$ cat config.mk
export PLATFORM = sky130hd
export DESIGN_NAME = fifo_sync_flex
export DESIGN_NICKNAME = d
export VERILOG_FILES = /design/src/rtl/fifo_sync_flex.sv
export SDC_FILE = /design/constraint.sdc
export NUM_CORES = 1
export LEC_CHECK = 0
export ABC_CLOCK_PERIOD_IN_PS = 6580
export CAP_MARGIN = 20
export CELL_PAD_IN_SITES_DETAIL_PLACEMENT = 1
export CELL_PAD_IN_SITES_GLOBAL_PLACEMENT = 1
export CORE_ASPECT_RATIO = 1.25
export CORE_MARGIN = 2
export CORE_UTILIZATION = 50
export CTS_BUF_LIST = sky130_fd_sc_hd__clkbuf_2 sky130_fd_sc_hd__clkbuf_4 sky130_fd_sc_hd__clkbuf_8
export DETAILED_ROUTE_END_ITERATION = 8
export PLACE_DENSITY_LB_ADDON = 0.2
export SYNTH_ARGS = -nofsm -noshare
export SYNTH_HDL_FRONTEND = slang
export SYNTH_SLANG_ARGS = --single-unit
$ cat constraint.sdc
create_clock -name i_clock -period 6.58 [get_ports i_clock]
set_clock_uncertainty 0.05 [all_clocks]
set_input_delay 0.987 -clock i_clock [delete_from_list [all_inputs] [get_ports i_clock]]
set_output_delay 0.987 -clock i_clock [all_outputs]
set_load 0.02 [all_outputs]
$ cat src/rtl/fifo_sync_flex.sv
// fifo_sync_flex: single-clock parametrised FIFO with occupancy count,
// almost-full/almost-empty thresholds, synchronous flush, and sticky
// overflow/underflow flags. Standard (registered) or first-word-fall-through read.
//
// Ports:
//   i_clock        sole clock, all state updates on posedge
//   i_reset        synchronous active-high reset
//   i_flush        synchronous clear of contents (error flags untouched)
//   i_err_clear    clears o_overflow / o_underflow
//   i_data_in      write data
//   i_write_en     write request
//   o_fifo_full    no free entries
//   o_almost_full  fill level >= AF_THRESH
//   o_data_out     read data (registered, or live head when FWFT=1)
//   i_read_en      read request / pop
//   o_fifo_empty   no stored entries
//   o_almost_empty fill level <= AE_THRESH
//   o_fill_level   occupancy 0..DEPTH
//   o_overflow     sticky: write attempted while full
//   o_underflow    sticky: read attempted while empty
module fifo_sync_flex #(
  parameter int unsigned ADDR_WIDTH = 5,
  parameter int unsigned DATA_WIDTH = 8,
  parameter bit          FWFT       = 1'b0,
  parameter int unsigned AF_THRESH  = 2**ADDR_WIDTH - 2,
  parameter int unsigned AE_THRESH  = 2
) (
  input  logic                  i_clock,
  input  logic                  i_reset,
  input  logic                  i_flush,
  input  logic                  i_err_clear,
  input  logic [DATA_WIDTH-1:0] i_data_in,
  input  logic                  i_write_en,
  output logic                  o_fifo_full,
  output logic                  o_almost_full,
  output logic [DATA_WIDTH-1:0] o_data_out,
  input  logic                  i_read_en,
  output logic                  o_fifo_empty,
  output logic                  o_almost_empty,
  output logic [ADDR_WIDTH:0]   o_fill_level,
  output logic                  o_overflow,
  output logic                  o_underflow
);

  localparam int unsigned       DEPTH  = 2**ADDR_WIDTH;
  localparam logic [ADDR_WIDTH:0] AF_LVL = (ADDR_WIDTH+1)'(AF_THRESH);
  localparam logic [ADDR_WIDTH:0] AE_LVL = (ADDR_WIDTH+1)'(AE_THRESH);

  logic [DATA_WIDTH-1:0] r_mem [DEPTH];
  logic [ADDR_WIDTH:0]   r_wr_ptr;
  logic [ADDR_WIDTH:0]   r_rd_ptr;
  logic                  r_overflow;
  logic                  r_underflow;

  logic [ADDR_WIDTH-1:0] w_wr_idx;
  logic [ADDR_WIDTH-1:0] w_rd_idx;
  logic [ADDR_WIDTH:0]   w_fill;
  logic                  w_full;
  logic                  w_empty;
  logic                  w_wr_accept;
  logic                  w_rd_accept;
  logic                  w_ovf_set;
  logic                  w_udf_set;

  assign w_wr_idx = r_wr_ptr[ADDR_WIDTH-1:0];
  assign w_rd_idx = r_rd_ptr[ADDR_WIDTH-1:0];

  // Wrap bit distinguishes full (MSBs differ) from empty (pointers equal).
  assign w_full  = (w_wr_idx == w_rd_idx) && (r_wr_ptr[ADDR_WIDTH] != r_rd_ptr[ADDR_WIDTH]);
  assign w_empty = (r_wr_ptr == r_rd_ptr);
  assign w_fill  = r_wr_ptr - r_rd_ptr;

  // Flush and reset swallow any same-cycle request without raising errors.
  assign w_wr_accept = i_write_en & ~w_full  & ~i_flush & ~i_reset;
  assign w_rd_accept = i_read_en  & ~w_empty & ~i_flush & ~i_reset;
  assign w_ovf_set   = i_write_en & w_full   & ~i_flush;
  assign w_udf_set   = i_read_en  & w_empty  & ~i_flush;

  // Storage is never reset.
  always_ff @(posedge i_clock) begin
    if (w_wr_accept) begin
      r_mem[w_wr_idx] <= i_data_in;
    end
  end

  always_ff @(posedge i_clock) begin
    if (i_reset) begin
      r_wr_ptr <= '0;
      r_rd_ptr <= '0;
    end else if (i_flush) begin
      r_wr_ptr <= '0;
      r_rd_ptr <= '0;
    end else begin
      if (w_wr_accept) r_wr_ptr <= r_wr_ptr + 1'b1;
      if (w_rd_accept) r_rd_ptr <= r_rd_ptr + 1'b1;
    end
  end

  // A new error in the same cycle as err_clear keeps the flag set.
  always_ff @(posedge i_clock) begin
    if (i_reset) begin
      r_overflow  <= 1'b0;
      r_underflow <= 1'b0;
    end else begin
      r_overflow  <= w_ovf_set | (r_overflow  & ~i_err_clear);
      r_underflow <= w_udf_set | (r_underflow & ~i_err_clear);
    end
  end

  if (FWFT) begin : g_fwft
    assign o_data_out = r_mem[w_rd_idx];
  end else begin : g_std
    logic [DATA_WIDTH-1:0] r_data_out;

    // Holds through flush and rejected reads; only an accepted read updates it.
    always_ff @(posedge i_clock) begin
      if (i_reset) begin
        r_data_out <= '0;
      end else if (w_rd_accept) begin
        r_data_out <= r_mem[w_rd_idx];
      end
    end

    assign o_data_out = r_data_out;
  end

  assign o_fifo_full    = w_full;
  assign o_fifo_empty   = w_empty;
  assign o_almost_full  = (w_fill >= AF_LVL);
  assign o_almost_empty = (w_fill <= AE_LVL);
  assign o_fill_level   = w_fill;
  assign o_overflow     = r_overflow;
  assign o_underflow    = r_underflow;

endmodule

# Yosys cells after proc, flatten, opt, wreduce, memory -nomap -nowiden

Memory sizes are Yosys's and may differ from the RTL's. A register that Yosys moved wholly into a read port is not among the register bits.
Index checks and enable logic that the tools add are counted.

Flip-flop bits (word level): 14
Memory bits (writable): 256
Bits of input ports: 14
Logic and storage cells: 36
Memories: 1

$add $sub $neg: 3
$lt $le $gt $ge: 2
Equal/unequal tests: 3
Muxes and demuxes: 2
Bitwise gates (word level): 19
Reduce and logical (&&, ||, !) cells: 2

Memories:

| name  | words | bits a word | read ports | clocked after Yosys merged registers in | wr ports | line | text |
|---|---|---|---|---|---|---|---|
| r_mem | 32    | 8           | 1          | 1                                       | 1        | 49   | `logic [DATA_WIDTH-1:0] r_mem [DEPTH];` |

Operators with widths:

| kind                  | number |
|---|---|
| $add A6 B1 Y6 const B | 2 |
| $and A1 B1 Y1         | 12 |
| $eq A6 B6 Y1          | 1 |
| $ge A6 B5 Y1 const B  | 1 |
| $le A6 B2 Y1 const B  | 1 |
| $sub A6 B6 Y6         | 1 |
| $eq A5 B5 Y1          | 1 |
| $not A1 Y1            | 5 |
| $mux W1               | 2 |
| $or A1 B1 Y1          | 2 |
| $reduce_or A2 Y1      | 1 |
| $logic_and A1 B1 Y1   | 1 |
| $ne A1 B1 Y1          | 1 |

# Logic depth before layout (Yosys ltp)

Depth after elaboration: 8
Mapped depth: 11

# Least setup slack after synthesis

Ideal clock, no wire load.

Path type: register to output
Start point: register r_rd_ptr[2]
End point: output o_almost_empty
Arrival time: 2.369 ns
Required time: 5.543 ns
Slack: 3.174 ns
Stages on the path, launching flop included: 11
Path buffers: 2
Cell sequence: dfxtp_1 > buf_2 > buf_4 > inv_1 > ha_1 > nand2_1 > nand2_1 > a21oi_1 > xnor2_1 > a211o_1 > nor3_1

Word-level cells in the longest chain between the ends: 2

Ends and longest elaborated chain:

| item                     | line | text |
|---|---|---|
| start: declaration       | 51   | `logic [ADDR_WIDTH:0] r_rd_ptr;` |
| start signal: assignment | 95   | `if (w_rd_accept) r_rd_ptr <= r_rd_ptr + 1'b1;` |
| $sub A6 B6 Y6            | 71   | `assign w_fill = r_wr_ptr - r_rd_ptr;` |
| net o_fill_level[4]      | 40   | `output logic [ADDR_WIDTH:0] o_fill_level,` |
| $le A6 B2 Y1             | 130  | `assign o_almost_empty = (w_fill <= AE_LVL);` |
| end: declaration         | 39   | `output logic o_almost_empty,` |

The timed path passes the listed nets, and every way through them passes these cells.

# Final worst setup path

Start point: register r_rd_ptr[0]
End point: output o_almost_empty

Word-level cells in the longest chain between the ends: 2

Ends and longest elaborated chain:

| item          | line |
|---|---|
| $sub A6 B6 Y6 | 71 |
| $le A6 B2 Y1  | 130 |

No other way between the ends.

==> qor.yml <==
status: "completed"
initialDrtViolationCount: 317
post_synth_most_frequent_cells: "256 x sky130_fd_sc_hd__edfxtp_1, 48 x sky130_fd_sc_hd__mux2i_1, 48 x sky130_fd_sc_hd__nor2_1, 40 x sky130_fd_sc_hd__mux4_2, 22 x sky130_fd_sc_hd__dfxtp_1"
area_delta_synth_final_pct: 13.17
yosysMostFrequentCell: "sky130_fd_sc_hd__edfxtp_1"
synth_seq_cells: 278
firstDrtPassIters: 4
cts_tree: "yes"
average_via_count_per_standard_cell: 5.827
period_needed_ns: 4.496
critPathRequiredTime_ns: 5.54
postLayoutCellArea_sq_um: 12650
critical_path_start: "r_rd_ptr[0]"
cap_violations: 0
critical_path_maximum_fanout: 34
ctsLongestPathBuffers: 3
globalRouteOverflowTotal: 0
filler_cell_count: 2027
final_hold_viol_count: 0
ios: 34
endpoint_kind: "output port"
finalCritPeriodShare_pct: 68.33
criticalPathCategory: "reg2out"
yosys_warning_total: 0
htreeDepth: 2
final_max_slew_viol_count: 0
avg_inst_size_synth_sq_um: 17.81
proportion_of_layout_cells_with_a_drive_suffix_above_1_pct: 20.11
timing.rr.end: "r_mem[9][4]"
cts.root.buffer_cell: "sky130_fd_sc_hd__clkbuf_8"
critical_path.most_common_cell: "sky130_fd_sc_hd__nand2_1"
cts.sinks: 278
netlist.top_cell.by_area: "sky130_fd_sc_hd__edfxtp_1"
ys_async_sr_fraction_pct: 0
post_cts_hold_buffer_count: 0
worst_slew_margin_rel_pct: 40.91
synth_nets: 653
crit_end: "o_almost_empty"
synth_largest_type_area_fraction_pct: 68.75
timing.critical_path.cells: "ha_1 -> inv_1 -> fa_1 -> nand2_1 -> nand2_1 -> a21oi_1 -> xnor2_1 -> a211o_1 -> nor3_1 -> clkdlybuf4s50_1"
first_global_vias: 6399
max-vdd-ir-drop_mv: 0.2035
routabilityCongestion: 0.7835
core.rowCount: 61
synth_cells: 628
post_cts_resized: 0
synth_top_flop_cell: "sky130_fd_sc_hd__edfxtp_1"
setup_slack_on_the_worst_flop_to_flop_path_ns: 2.98
worstRegToRegCells: 7
vias: 5821
initial_util_pct: 50.52
worstSkewPairLatency_ns: 0.55
synth_edf_count: 256
design.core.area_sq_um: 22130
ys_seq_area_share_pct: 72.69
grt_setup_unrepaired: "no"
full_die_area_sq_um: 23580
cpMaxStageDelayCell: "sky130_fd_sc_hd__dfxtp_4"
worst_hold_path_type: "reg2reg"
slowest_delay_ns: 0.73
maximum_number_of_pins_on_one_net_before_global_route_repair: 53
drc_errors_left: 0
synth.cell_area_sq_um: 11180
max_freq_mhz: 222.4
grt_first_pass_wirelength_um: 38450
yosys-top-cells-area: "sky130_fd_sc_hd__edfxtp_1 69%, sky130_fd_sc_hd__mux4_2 8.1%, sky130_fd_sc_hd__mux2i_1 4.3%"
global_route.usage.total_pct: 22.31
post_cts_buffers: 0
port_buffers: 33
antenna_violations_before_repair: 0
timing.rr.start: "r_rd_ptr[3]"
distinct_cell_type_count_after_synthesis: 44
nNetsFinal: 708
setup_violations: 0
p_total_mw: 3.490
clk_pin_slew_worst_paths_ns: 0.06
setup.worst_path.start_class: "register"
die-width_um: 137.8
wl_per_cell_um: 24.74
dp_area_sq_um: 11710
wirelength_um: 24710
cellLeakagePower_nw: 3.879
power.density_cell_area_nw_per_um2: 275.8
antennaDiodeCount: 0
actual_slew_at_the_worst_max_slew_pin_ns: 0.8864
die_height_um: 171.2
numCtsBuffers: 42
setup-tns-final_ns: 0
antenna_violating_nets_post_route: 0
critical_path_arrival_ns: 3.46
place_hpwl_um: 15450
## report_power, final
part / internal [mW] / switching [mW]
clock: 0.849 / 0.647
sequential: 1.93 / 0.00157
combinational: 0.0208 / 0.0425
total: 2.80 / 0.691
## metrics by stage
step | worst slack, ns | util (%) | std cells | hold WS [ns]
after floorplan | 3.174 | - | 628 | 0.4877
after global placement | 2.645 | 52.79 | 919 | 0.4155
after detailed placement | 2.611 | 52.91 | 920 | 0.4270
after CTS | 2.044 | 56.98 | 997 | 0.4417
after global routing | 1.846 | 57.17 | 999 | 0.4561
final | 2.084 | 57.17 | 999 | 0.4338
## flip-flops by register name (all words and copies together) (netlist names)
register	flops
r_mem	256
o_data_out	8
r_rd_ptr	6
r_wr_ptr	6
o_overflow	1
o_underflow	1
## worst min path at each step
stage,from,endpoint,cells after the start
after floorplan,r_wr_ptr[5],r_wr_ptr[5],2
after global placement,o_data_out[1],o_data_out[1],1
after detailed placement,o_data_out[1],o_data_out[1],1
after CTS,o_data_out[1],o_data_out[1],1
after global routing,o_data_out[1],o_data_out[1],1
final,o_data_out[1],o_data_out[1],1
## worst max-delay path, delay by kind of cell (launching register included)
kind                       cells  cell delay [ns]
AOI/OAI and AO/OA              2             0.45
xor gates and xnor gates       1             0.12
adders and majority gates      2             0.69
buffers and inverters          2             0.69
DFF                            1             0.73
and+or+nand+nor                3             0.26
## cell type report
class | instances | area [sq um] | share of cell area [%]
sequential | 278 | 8134 | 64.28
multi-input combinational | 306 | 2764 | 21.84
clock buffer | 67 | 797.0 | 6.298
timing repair buffer | 44 | 460.4 | 3.639
tap | 283 | 354.1 | 2.798
clock inverter | 10 | 103.9 | 0.8207
inverter | 11 | 41.29 | 0.3263
## kinds of logic (layout without fill, tap and decap cells)
kind of cell    Yosys count  after routing  share of synthesized area [%]
simple gates            101            101                          4.308
buf+inv                  44            132                          2.596
flops                   278            278                          72.69
xor+xnor                 14             14                          1.097
compound gates           84             84                          4.856
mux                      96             96                          13.16
fa+ha+maj                11             11                          1.298
## metal layers
metal | wire [um] | global-route usage [%] | share of wire [%] | up-vias
met5 | 0 | 0 | 0 | -
met4 | 616 | 7.542 | 2.5 | 0
met3 | 1118 | 3.419 | 4.5 | 39
met2 | 12680 | 37.70 | 51 | 145
met1 | 10290 | 29.76 | 42 | 3021
li1 | - | - | - | 2616
## cell usage in the layout, fill, tap and decap left out, types with 6 or more instances in the layout
cell type                         synthesis  layout
sky130_fd_sc_hd__o21ai_0                 12      12
sky130_fd_sc_hd__mux2_2                   8       8
sky130_fd_sc_hd__ha_1                    10      10
sky130_fd_sc_hd__mux2i_1                 48      48
sky130_fd_sc_hd__nor2_1                  48      48
sky130_fd_sc_hd__xor2_1                   7       7
sky130_fd_sc_hd__mux4_2                  40      40
sky130_fd_sc_hd__xnor2_1                  7       7
sky130_fd_sc_hd__nand4_1                  6       6
sky130_fd_sc_hd__o21ai_1                 21      21
sky130_fd_sc_hd__buf_4                    4       8
sky130_fd_sc_hd__o221ai_1                16      16
sky130_fd_sc_hd__clkbuf_4                 0      20
sky130_fd_sc_hd__nand2_1                 14      14
sky130_fd_sc_hd__a32o_1                   8       8
sky130_fd_sc_hd__nand3_1                 12      12
sky130_fd_sc_hd__inv_1                    8       8
sky130_fd_sc_hd__a21oi_1                 20      20
sky130_fd_sc_hd__edfxtp_1               256     256
sky130_fd_sc_hd__dfxtp_1                 22      19
sky130_fd_sc_hd__clkbuf_8                 0      47
sky130_fd_sc_hd__clkdlybuf4s50_1          0      33
(Power assumes the default switching activity.)
